--- src/rtl/uart_pkg.sv ---
// rtl/uart_pkg.sv - shared constants, FSM encoding and frame helper for the UART blocks
//
// Purpose: parity encodings, transmitter state type and frame-length helper,
//          shared by uart_tx_cfg and any future receiver.
// Ports:   none (package).
package uart_pkg;

  localparam int PAR_NONE = 0;
  localparam int PAR_EVEN = 1;
  localparam int PAR_ODD  = 2;

  typedef enum logic [2:0] {
    ST_IDLE   = 3'd0,
    ST_START  = 3'd1,
    ST_DATA   = 3'd2,
    ST_PARITY = 3'd3,
    ST_STOP   = 3'd4
  } uart_state_t;

  // Bits on the line for one frame: start + data + optional parity + stop.
  function automatic int frame_bits(input int data_bits, input int parity, input int stop_bits);
    return 1 + data_bits + ((parity != PAR_NONE) ? 1 : 0) + stop_bits;
  endfunction

endpackage

--- src/rtl/uart_tx_cfg_sync_fifo.sv ---
// rtl/uart_tx_cfg_sync_fifo.sv - single-clock FIFO with occupancy count
//
// Purpose: DEPTH x WIDTH first-word-fall-through FIFO; pop_data always shows
//          the oldest entry. Pushes when full and pops when empty are ignored.
// Ports:
//   clk, rst_n        clock, asynchronous active-low reset
//   push, push_data   write request and word
//   pop, pop_data     read request and oldest word
//   full, empty       occupancy flags derived from the registered level
//   level             current occupancy, 0..DEPTH
module sync_fifo #(
  parameter int DEPTH = 4,
  parameter int WIDTH = 8
) (
  input  logic                    clk,
  input  logic                    rst_n,
  input  logic                    push,
  input  logic [WIDTH-1:0]        push_data,
  input  logic                    pop,
  output logic [WIDTH-1:0]        pop_data,
  output logic                    full,
  output logic                    empty,
  output logic [$clog2(DEPTH):0]  level
);

  localparam int AW = $clog2(DEPTH);

  if (DEPTH < 2 || (DEPTH & (DEPTH - 1)) != 0) begin : g_bad_depth
    $error("sync_fifo: DEPTH must be a power of two, minimum 2");
  end

  logic [WIDTH-1:0] mem [DEPTH];
  logic [AW-1:0]    wr_ptr;
  logic [AW-1:0]    rd_ptr;
  logic             do_push;
  logic             do_pop;

  assign do_push = push && !full;
  assign do_pop  = pop && !empty;

  // Pointers are exactly log2(DEPTH) wide so they wrap without compare logic.
  always_ff @(posedge clk or negedge rst_n) begin
    if (!rst_n) begin
      wr_ptr <= '0;
      rd_ptr <= '0;
      level  <= '0;
    end else begin
      if (do_push) wr_ptr <= wr_ptr + 1'b1;
      if (do_pop)  rd_ptr <= rd_ptr + 1'b1;
      case ({do_push, do_pop})
        2'b10:   level <= level + 1'b1;
        2'b01:   level <= level - 1'b1;
        default: level <= level;
      endcase
    end
  end

  always_ff @(posedge clk) begin
    if (do_push) mem[wr_ptr] <= push_data;
  end

  assign pop_data = mem[rd_ptr];
  assign full     = (level == (AW + 1)'(DEPTH));
  assign empty    = (level == '0);

endmodule

--- src/rtl/uart_tx_cfg.sv ---
// rtl/uart_tx_cfg.sv - configurable UART transmitter with transmit FIFO
//
// Purpose: queues words over a valid/ready handshake and serialises them as
//          start / DATA_BITS (LSB first) / optional parity / STOP_BITS frames,
//          with back-to-back frames leaving no idle gap.
// Ports:
//   clk, rst_n       clock, asynchronous active-low reset
//   data_in          word to transmit, sampled only when accepted
//   data_in_valid    producer offers data_in
//   data_in_ready    FIFO has room (from registered occupancy)
//   tx               serial line, idle high, registered
//   busy             frame in progress or words still queued
//   fifo_level       current FIFO occupancy
module uart_tx_cfg
  import uart_pkg::*;
#(
  parameter int MAIN_CLK   = 12000000,
  parameter int BAUD       = 115200,
  parameter int DATA_BITS  = 8,
  parameter int PARITY     = 0,
  parameter int STOP_BITS  = 1,
  parameter int FIFO_DEPTH = 4
) (
  input  logic                          clk,
  input  logic                          rst_n,
  input  logic [DATA_BITS-1:0]          data_in,
  input  logic                          data_in_valid,
  output logic                          data_in_ready,
  output logic                          tx,
  output logic                          busy,
  output logic [$clog2(FIFO_DEPTH):0]   fifo_level
);

  localparam int CPB  = MAIN_CLK / BAUD;
  localparam int CW   = (CPB > 1) ? $clog2(CPB) : 1;
  localparam int MAXB = (DATA_BITS > STOP_BITS) ? DATA_BITS : STOP_BITS;
  localparam int BW   = $clog2(MAXB);

  localparam logic [CW-1:0] CNT_LAST  = CW'(CPB - 1);
  localparam logic [BW-1:0] DATA_LAST = BW'(DATA_BITS - 1);
  localparam logic [BW-1:0] STOP_LAST = BW'(STOP_BITS - 1);

  if (CPB < 1) begin : g_bad_baud
    $error("uart_tx_cfg: MAIN_CLK/BAUD must be at least 1");
  end
  if (DATA_BITS < 5 || DATA_BITS > 9) begin : g_bad_data
    $error("uart_tx_cfg: DATA_BITS must be 5..9");
  end
  if (PARITY != PAR_NONE && PARITY != PAR_EVEN && PARITY != PAR_ODD) begin : g_bad_par
    $error("uart_tx_cfg: PARITY must be 0, 1 or 2");
  end
  if (STOP_BITS != 1 && STOP_BITS != 2) begin : g_bad_stop
    $error("uart_tx_cfg: STOP_BITS must be 1 or 2");
  end
  if (frame_bits(DATA_BITS, PARITY, STOP_BITS) > 13) begin : g_bad_frame
    $error("uart_tx_cfg: frame longer than 13 bits");
  end

  uart_state_t          state_q, state_d;
  logic                 tx_q, tx_d;
  logic [DATA_BITS-1:0] shreg_q, shreg_d;
  logic                 par_q, par_d;
  logic [CW-1:0]        cnt_q, cnt_d;
  logic [BW-1:0]        bit_q, bit_d;
  logic                 bit_end;
  logic                 start_frame;
  logic                 pop;
  logic                 fifo_full;
  logic                 fifo_empty;
  logic [DATA_BITS-1:0] fifo_data;

  sync_fifo #(
    .DEPTH (FIFO_DEPTH),
    .WIDTH (DATA_BITS)
  ) u_fifo (
    .clk       (clk),
    .rst_n     (rst_n),
    .push      (data_in_valid),
    .push_data (data_in),
    .pop       (pop),
    .pop_data  (fifo_data),
    .full      (fifo_full),
    .empty     (fifo_empty),
    .level     (fifo_level)
  );

  // full is level==DEPTH on the registered count, so ready never depends on a same-cycle pop.
  assign data_in_ready = !fifo_full;
  assign busy          = (state_q != ST_IDLE) || (fifo_level != '0);
  assign tx            = tx_q;
  assign bit_end       = (cnt_q == CNT_LAST);

  // A new frame starts from IDLE, or directly from the last stop-bit cycle so
  // queued words go out with no idle gap.
  assign start_frame = !fifo_empty &&
                       ((state_q == ST_IDLE) ||
                        (state_q == ST_STOP && bit_end && bit_q == STOP_LAST));

  always_comb begin
    state_d = state_q;
    tx_d    = tx_q;
    shreg_d = shreg_q;
    par_d   = par_q;
    cnt_d   = cnt_q;
    bit_d   = bit_q;
    pop     = 1'b0;

    // Timer wraps at each bit boundary, which is also every state entry.
    if (state_q != ST_IDLE) begin
      cnt_d = bit_end ? '0 : cnt_q + 1'b1;
    end

    unique case (state_q)
      ST_IDLE: ;
      ST_START: begin
        if (bit_end) begin
          state_d = ST_DATA;
          tx_d    = shreg_q[0];
          shreg_d = shreg_q >> 1;
          bit_d   = '0;
        end
      end
      ST_DATA: begin
        if (bit_end) begin
          if (bit_q == DATA_LAST) begin
            if (PARITY != PAR_NONE) begin
              state_d = ST_PARITY;
              tx_d    = par_q;
            end else begin
              state_d = ST_STOP;
              tx_d    = 1'b1;
              bit_d   = '0;
            end
          end else begin
            tx_d    = shreg_q[0];
            shreg_d = shreg_q >> 1;
            bit_d   = bit_q + 1'b1;
          end
        end
      end
      ST_PARITY: begin
        if (bit_end) begin
          state_d = ST_STOP;
          tx_d    = 1'b1;
          bit_d   = '0;
        end
      end
      ST_STOP: begin
        if (bit_end) begin
          if (bit_q == STOP_LAST) begin
            state_d = ST_IDLE;
          end else begin
            bit_d = bit_q + 1'b1;
          end
        end
      end
      default: state_d = ST_IDLE;
    endcase

    if (start_frame) begin
      pop     = 1'b1;
      state_d = ST_START;
      tx_d    = 1'b0;
      shreg_d = fifo_data;
      par_d   = (^fifo_data) ^ (PARITY == PAR_ODD);
      cnt_d   = '0;
      bit_d   = '0;
    end
  end

  always_ff @(posedge clk or negedge rst_n) begin
    if (!rst_n) begin
      state_q <= ST_IDLE;
      tx_q    <= 1'b1;
      shreg_q <= '0;
      par_q   <= 1'b0;
      cnt_q   <= '0;
      bit_q   <= '0;
    end else begin
      state_q <= state_d;
      tx_q    <= tx_d;
      shreg_q <= shreg_d;
      par_q   <= par_d;
      cnt_q   <= cnt_d;
      bit_q   <= bit_d;
    end
  end

endmodule

--- config.mk ---
export PLATFORM = sky130hd
export DESIGN_NAME = uart_tx_cfg
export DESIGN_NICKNAME = d
export VERILOG_FILES = /design/src/rtl/uart_pkg.sv /design/src/rtl/uart_tx_cfg_sync_fifo.sv /design/src/rtl/uart_tx_cfg.sv
export SDC_FILE = /design/constraint.sdc
export NUM_CORES = 1
export LEC_CHECK = 0
export ABC_AREA = 1
export BUFFER_PORTS_ARGS = -buffer_cell sky130_fd_sc_hd__clkbuf_2
export CORE_ASPECT_RATIO = 1.4
export CORE_MARGIN = 2
export CORE_UTILIZATION = 45
export CTS_BUF_LIST = sky130_fd_sc_hd__clkbuf_8 sky130_fd_sc_hd__clkbuf_16
export DETAILED_ROUTE_END_ITERATION = 10
export GPL_TIMING_DRIVEN = 0
export PLACE_DENSITY = 0.63
export SETUP_SLACK_MARGIN = 0.15
export SKIP_LAST_GASP = 1
export SLEW_MARGIN = 20
export SYNTH_ARGS = -nofsm -noshare
export SYNTH_HDL_FRONTEND = slang
export SYNTH_SLANG_ARGS = --single-unit
--- constraint.sdc ---
create_clock -name clk -period 3 [get_ports clk]
set_input_delay 0.9 -clock clk [delete_from_list [all_inputs] [get_ports clk]]
set_output_delay 0.9 -clock clk [all_outputs]
set_load 0.005 [all_outputs]
==> impl_metrics.py, run 1 <==
metrics = {
    "sta": {
        "tns_ps": 0,
        "worstMarginPinSlew_ps": 823,
        "max-slew-margin-rel_pct": 44.9,
        "final_hold_viol_count": 0,
        "drv_slew": 0,
        "finalCritPeriodShare_pct": 82.1,
        "period_needed_ps": 2460,
        "rsz0062_at_grt": "no",
        "setup_violations": 0,
        "skew_ps": 8.67,
        "max_freq_ghz": 0.406,
    },
    "global_routing": {
        "grt_max_degree": 30,
        "grt_pass1_vias": 2020,
        "grt_usage_pct": 16.3,
        "antenna_found_initial": 0,
        "overflow": 0,
        "grt_pass1_wl_mm": 8.80,
    },
    "synthesis": {
        "synth.area.top_cells": "edfxtp_1 33%, dfrtp_1 24%, nand2_1 6.1%, nor2_1 4.3%, ha_1 3.9%",
        "ys_seq_area_share_pct": 58.4,
        "ys_ff_latch": 61,
        "synth_top_area_share_pct": 33.3,
        "postSynthCellCount": 281,
        "yosysWarningCount": 0,
        "syn_area_sq_mm": 0.00289,
        "syn-num-nets": 302,
        "ys_types": 32,
        "synth_top_area_cell": "edfxtp_1",
        "avgSynthCellArea_sq_um": 10.3,
    },
    "layout": {
        "diodes": 0,
        "area_growth_pct": 12.2,
        "drive_gt1_share_pct": 17.9,
        "layout.nets": 329,
    },
    "clock_network": {
        "clk_pin_slew_ps": 70,
        "cts_htree_levels": 3,
        "numCtsBuffers": 9,
        "clock_latency_ps": 330,
        "post-cts-setup-buffers": 0,
        "clk_path_buf_depth": 2,
        "cts_tree": "done",
        "clkSinkCount": 61,
        "cts_resized": 0,
        "cts_root_buffer": "clkbuf_8",
        "cts_hold_buf": 0,
    },
    "detailed_routing": {
        "wl_per_cell_microns": 13.5,
        "routed.top_layer": "met4",
        "vias_per_cell": 5.16,
        "via_count": 1985,
        "wl_mm": 5.21,
        "drt-initial-drc-count": 69,
        "antenna_left": 0,
        "met1_length_mm": 2.22,
        "firstDrtPassIters": 4,
        "wl_met2_mm": 2.73,
        "wl_met3_microns": 152,
        "drc": 0,
    },
    "worst_setup_path": {
        "crit_path_max_fanout": 7,
        "reg2reg_depth": 13,
        "worstSetupPathType": "flip-flop to output pin",
        "crit_arrival_ps": 1560,
        "worst_ep_required_time_ps": 2100,
        "start_kind": "flip-flop",
        "end_kind": "output pin",
    },
    "die": {
        "pin_count": 17,
        "initial_core_util_pct": 46.5,
        "rows": 34,
        "die_w_microns": 71.7,
        "core_area_sq_mm": 0.00621,
        "dieArea_sq_mm": 0.00709,
        "fp.dieH_microns": 98.8,
    },
    "placed_design": {
        "port_buffers": 16,
        "dp_hpwl_mm": 3.62,
        "gp_congestion": 0.739,
    },
    "power": {
        "leakage_nw": 1.40,
        "peakVddDrop_v": 0.000480,
        "p_total_w": 0.00201,
        "power_density_mw_per_mm2": 619,
    },
    "min_path": {
        "hold_path_depth": 2,
        "worstHoldPathType": "flip-flop to flip-flop",
    },
    "job": {
        "max_cap_violations": 0,
    },
    "run_status": {
        "status": "finished clean",
    },
}
report_power, final:
group          total (W)  switching, W  internal (W)  leakage (nW)
clock network   0.000673      0.000302      0.000370        0.0929
registers        0.00106     0.0000492       0.00101         0.643
logic           0.000271      0.000178     0.0000933         0.665
total            0.00201      0.000529       0.00148          1.40
cell usage after synthesis:
master / count
buf_2: 2
xor2_1: 7
a21oi_4: 2
nand4_1: 3
dfstp_2: 1
nor2_2: 4
dfrtp_1: 28
a21oi_2: 1
xnor2_1: 1
o21ai_2: 1
nor2_4: 5
buf_6: 2
o21bai_1: 1
nand3_2: 5
o21ai_1: 4
o22ai_1: 8
clkbuf_4: 1
ha_1: 9
nor3_1: 1
nor2_1: 33
inv_1: 28
buf_1: 1
a21oi_1: 6
fa_1: 1
a211oi_1: 1
o21ai_0: 19
edfxtp_1: 32
clkinv_1: 1
nand3_1: 22
inv_2: 2
nand2_1: 47
nand2_2: 2
state kept, by name (all words and copies together) (netlist names):
register	flops
u_fifo.rd_ptr	2
u_fifo.wr_ptr	2
cnt_q	7
bit_q	3
shreg_q	8
u_fifo.level	3
state_q	3
u_fifo.mem	32
tx	1
critical path, cell delays in order, from the launching register on:
cell	delay [ps]
dfrtp_1	410
inv_1	100
nand3_1	200
nor2_4	260
inv_1	130
clkbuf_2	130
cell type report:
cell class / count / area [sq um]
buffer: 6 / 43.8
clock buffer: 9 / 124
clock inverter: 7 / 57.6
fill: 570 / 2970
inverter: 31 / 116
multi-input combinational: 183 / 1040
sequential: 61 / 1690
tap: 72 / 90.1
timing repair buffer: 16 / 80.1
metal layers:
metal / global-route usage (%) / up-vias
met5: 0 / -
met4: 8.13 / 0
met3: 4.40 / 8
met2: 28.1 / 35
met1: 18.3 / 944
li1: - / 998
cell families (layout without fill, tap and decap cells):
family | after synthesis | count (layout) | synth area share [%]
AOI/OAI and AO/OA | 43 | 43 | 9.01
xor gates and xnor gates | 8 | 8 | 2.43
adders and majority gates | 10 | 10 | 4.59
buffers and inverters | 37 | 69 | 5.54
DFF | 61 | 61 | 58.4
and+or+nand+nor | 122 | 122 | 20.0
cells in the final DEF, fill, tap and decap left out, types with 7 or more instances in the layout:
master and count:
clkbuf_2 16, clkbuf_8 9, dfrtp_1 28, edfxtp_1 32, ha_1 9, inv_1 29, nand2_1 47, nand3_1 22
nor2_1 33, o21ai_0 19, o22ai_1 8, xor2_1 7
metrics by stage:
| stage | hold slack, ps | setup slack [ps] | area (sq um) | instances | util [%] |
|---|---|---|---|---|---|
| detailed placement | 463 | 596 | 3060 | 369 | 49.3 |
| global route | 524 | 426 | 3240 | 385 | 52.2 |
| finish | 473 | 537 | 3240 | 385 | 52.2 |
| global placement | 467 | 638 | 3060 | 369 | 49.3 |
| CTS | 481 | 512 | 3240 | 385 | 52.2 |
| floorplan | 442 | 792 | 2890 | 281 | - |
final timing paths:
path                               endpoint  slack [ps]       startpoint
max                                    busy         540  u_fifo.level[1]
min                              shreg_q[7]         470       shreg_q[7]
max reg2reg                 u_fifo.level[2]         600         cnt_q[0]
min reg2reg                      shreg_q[7]         470       shreg_q[7]
max in group asynchronous  u_fifo.rd_ptr[0]        1900            rst_n
min in group asynchronous          cnt_q[4]         620            rst_n
Note: power is estimated with default switching activity, not from simulation.
==> run 2: changes to the inputs <==
--- a/config.mk
+++ b/config.mk
@@ -13,7 +13,7 @@
 export CTS_BUF_LIST = sky130_fd_sc_hd__clkbuf_8 sky130_fd_sc_hd__clkbuf_16
 export DETAILED_ROUTE_END_ITERATION = 10
 export GPL_TIMING_DRIVEN = 0
-export PLACE_DENSITY = 0.63
+export PLACE_DENSITY = 0.65
 export SETUP_SLACK_MARGIN = 0.15
 export SKIP_LAST_GASP = 1
 export SLEW_MARGIN = 20
==> constraint.sdc (replaced) <==
create_clock -name clk -period 2.15 [get_ports clk]
set_input_delay 0.645 -clock clk [delete_from_list [all_inputs] [get_ports clk]]
set_output_delay 0.645 -clock clk [all_outputs]
set_load 0.005 [all_outputs]
==> impl_metrics.py, run 2 (synthesis results as in run 1) <==
metrics = {
    "layout": {
        "diodes": 0,
        "drive_gt1_share_pct": 25.9,
        "multi_input_area_sq_mm": 0.00111,
        "final_cell_area_sq_mm": 0.00348,
        "final-seq-area_sq_mm": 0.00169,
        "largest_reg_flops": 32,
        "layout_common_cells": "44 x nand2_1, 32 x nor2_1, 32 x edfxtp_1",
        "layout_commonest_cell": "nand2_1",
        "stdcell_count": 396,
        "area_growth_pct": 20.5,
        "top_register": "u_fifo.mem",
        "reg_top3": "u_fifo.mem: 32 flops, shreg_q: 8 flops, cnt_q: 7 flops",
        "layout.nets": 340,
        "nFillCells": 542,
    },
    "die": {
        "fp.dieH_microns": 98.8,
        "pin_count": 17,
        "dieArea_sq_mm": 0.00709,
        "die_w_microns": 71.7,
        "initial_core_util_pct": 46.5,
        "core_area_sq_mm": 0.00621,
        "rows": 34,
    },
    "global_routing": {
        "grt_pass1_vias": 1925,
        "grt_pass1_wl_mm": 9.15,
        "overflow": 0,
        "grt_max_degree": 30,
        "grt_usage_pct": 17.2,
        "antenna_found_initial": 0,
    },
    "detailed_routing": {
        "drc": 0,
        "vias_per_cell": 5.08,
        "via_count": 2012,
        "wl_per_cell_microns": 14.0,
        "firstDrtPassIters": 4,
        "antenna_left": 0,
        "drt-initial-drc-count": 158,
        "wl_mm": 5.53,
    },
    "sta": {
        "worstMarginPinSlew_ps": 755,
        "final_hold_viol_count": 0,
        "skew_ps": 8.17,
        "rsz0062_at_grt": "yes",
        "setup_ws_ps": 86.3,
        "max_freq_ghz": 0.485,
        "finalCritPeriodShare_pct": 96.0,
        "setup_violations": 0,
        "drv_slew": 0,
        "tns_ps": 0,
        "period_needed_ps": 2060,
        "max-slew-margin-rel_pct": 49.5,
    },
    "clock_network": {
        "clkSinkCount": 61,
        "numCtsBuffers": 9,
        "cts_hold_buf": 0,
        "clk_pin_slew_ps": 70,
        "clk_path_buf_depth": 2,
        "cts_tree": "done",
        "cts_root_buffer": "clkbuf_8",
        "cts_htree_levels": 3,
        "clock_latency_ps": 340,
    },
    "min_path": {
        "worstHoldPathType": "input port to async pin",
    },
    "worst_setup_path": {
        "crit_path_max_fanout": 2,
        "crit_arrival_ps": 2290,
        "start_kind": "flip-flop",
        "worstSetupPathType": "flip-flop to flip-flop",
        "worst_ep_required_time_ps": 2380,
        "end_kind": "flip-flop",
    },
    "power": {
        "p_sw_w": 0.000818,
        "pwr-share-clk_pct": 41.6,
        "leakage_nw": 1.51,
        "combPwrFrac_pct": 13.5,
        "p_int_w": 0.00247,
        "p_total_w": 0.00329,
        "peakVddDrop_v": 0.000944,
        "p_sw_share_pct": 24.9,
        "power_density_mw_per_mm2": 945,
        "seqPwrFrac_pct": 44.9,
    },
    "placed_design": {
        "gp_congestion": 0.766,
        "dp_hpwl_mm": 3.64,
        "placed_cells": 369,
        "place_area_sq_mm": 0.00309,
        "port_buffers": 16,
        "pre_cts_ws_ps": -125,
    },
    "job": {
        "max_cap_violations": 0,
    },
    "run_status": {
        "status": "finished clean",
    },
}
## run 2: metrics by stage
| step | util, % | hold slack [ps] |
|---|---|---|
| after floorplan | - | 349 |
| after global placement | 49.7 | 466 |
| after detailed placement | 49.7 | 474 |
| after CTS | 55.9 | 371 |
| after global routing | 56.1 | 401 |
| final | 56.1 | 345 |
## run 2: worst paths after layout
kind / start / to / slack (ps) / cells past startpoint
max in group asynchronous: rst_n / state_q[2] / 1300 / 1
worst max-delay path: cnt_q[1] / u_fifo.level[2] / 90 / 13
worst max register to register: cnt_q[1] / u_fifo.level[2] / 90 / 13
worst min-delay path: rst_n / cnt_q[4] / 340 / 1
worst min register to register: shreg_q[7] / shreg_q[7] / 480 / 2
min in group clk: shreg_q[7] / shreg_q[7] / 480 / 2
## run 2: repair_timing
action                                  in CTS  in global routing
gates cloned                                 0                  0
endpoints found under the setup margin       3                 35
pin swaps                                    7                  1
setup buffers                               11                  0
resized for setup                            7                  4
## run 2: power groups by stage
stage          logic, W  registers (W)  clock network [W]
2_1_floorplan  0.000258        0.00150                  0
3_3_place_gp   0.000382        0.00151                  0
3_5_place_dp   0.000393        0.00151                  0
4_1_cts        0.000448        0.00148            0.00139
5_1_grt        0.000508        0.00149            0.00145
6_report       0.000446        0.00148            0.00137
## run 2: layer usage
| layer | share of wire [%] | up-vias | wire length (microns) | GRT usage, % |
|---|---|---|---|---|
| li1 | - | 1016 | - | - |
| met1 | 41 | 959 | 2270 | 19.2 |
| met2 | 54 | 28 | 2970 | 30.0 |
| met3 | 3.3 | 9 | 185 | 5.52 |
| met4 | 1.8 | 0 | 97 | 6.68 |
| met5 | 0 | - | 0 | 0 |
## run 2: cell type report
class                   count  share of cell area (%)
flip-flops and latches     61                    48.5
multi-input cells         183                    31.8
repair buffers             27                    4.67
clock inverters             7                    4.17
clock buffers               9                    3.56
inverters                  31                    3.49
well taps                  72                    2.59
plain buffers               6                    1.26
## run 2: worst max-delay path: stages (launching register included)
cell	delay (ps)
dfrtp_1	400
ha_2	190
nand2_2	80
clkinv_4	60
nand2_4	70
nor2_4	40
nand2_2	80
a21oi_4	60
buf_6	120
ha_4	150
fa_2	350
a21oi_2	140
o21ai_2	70
xor2_1	140
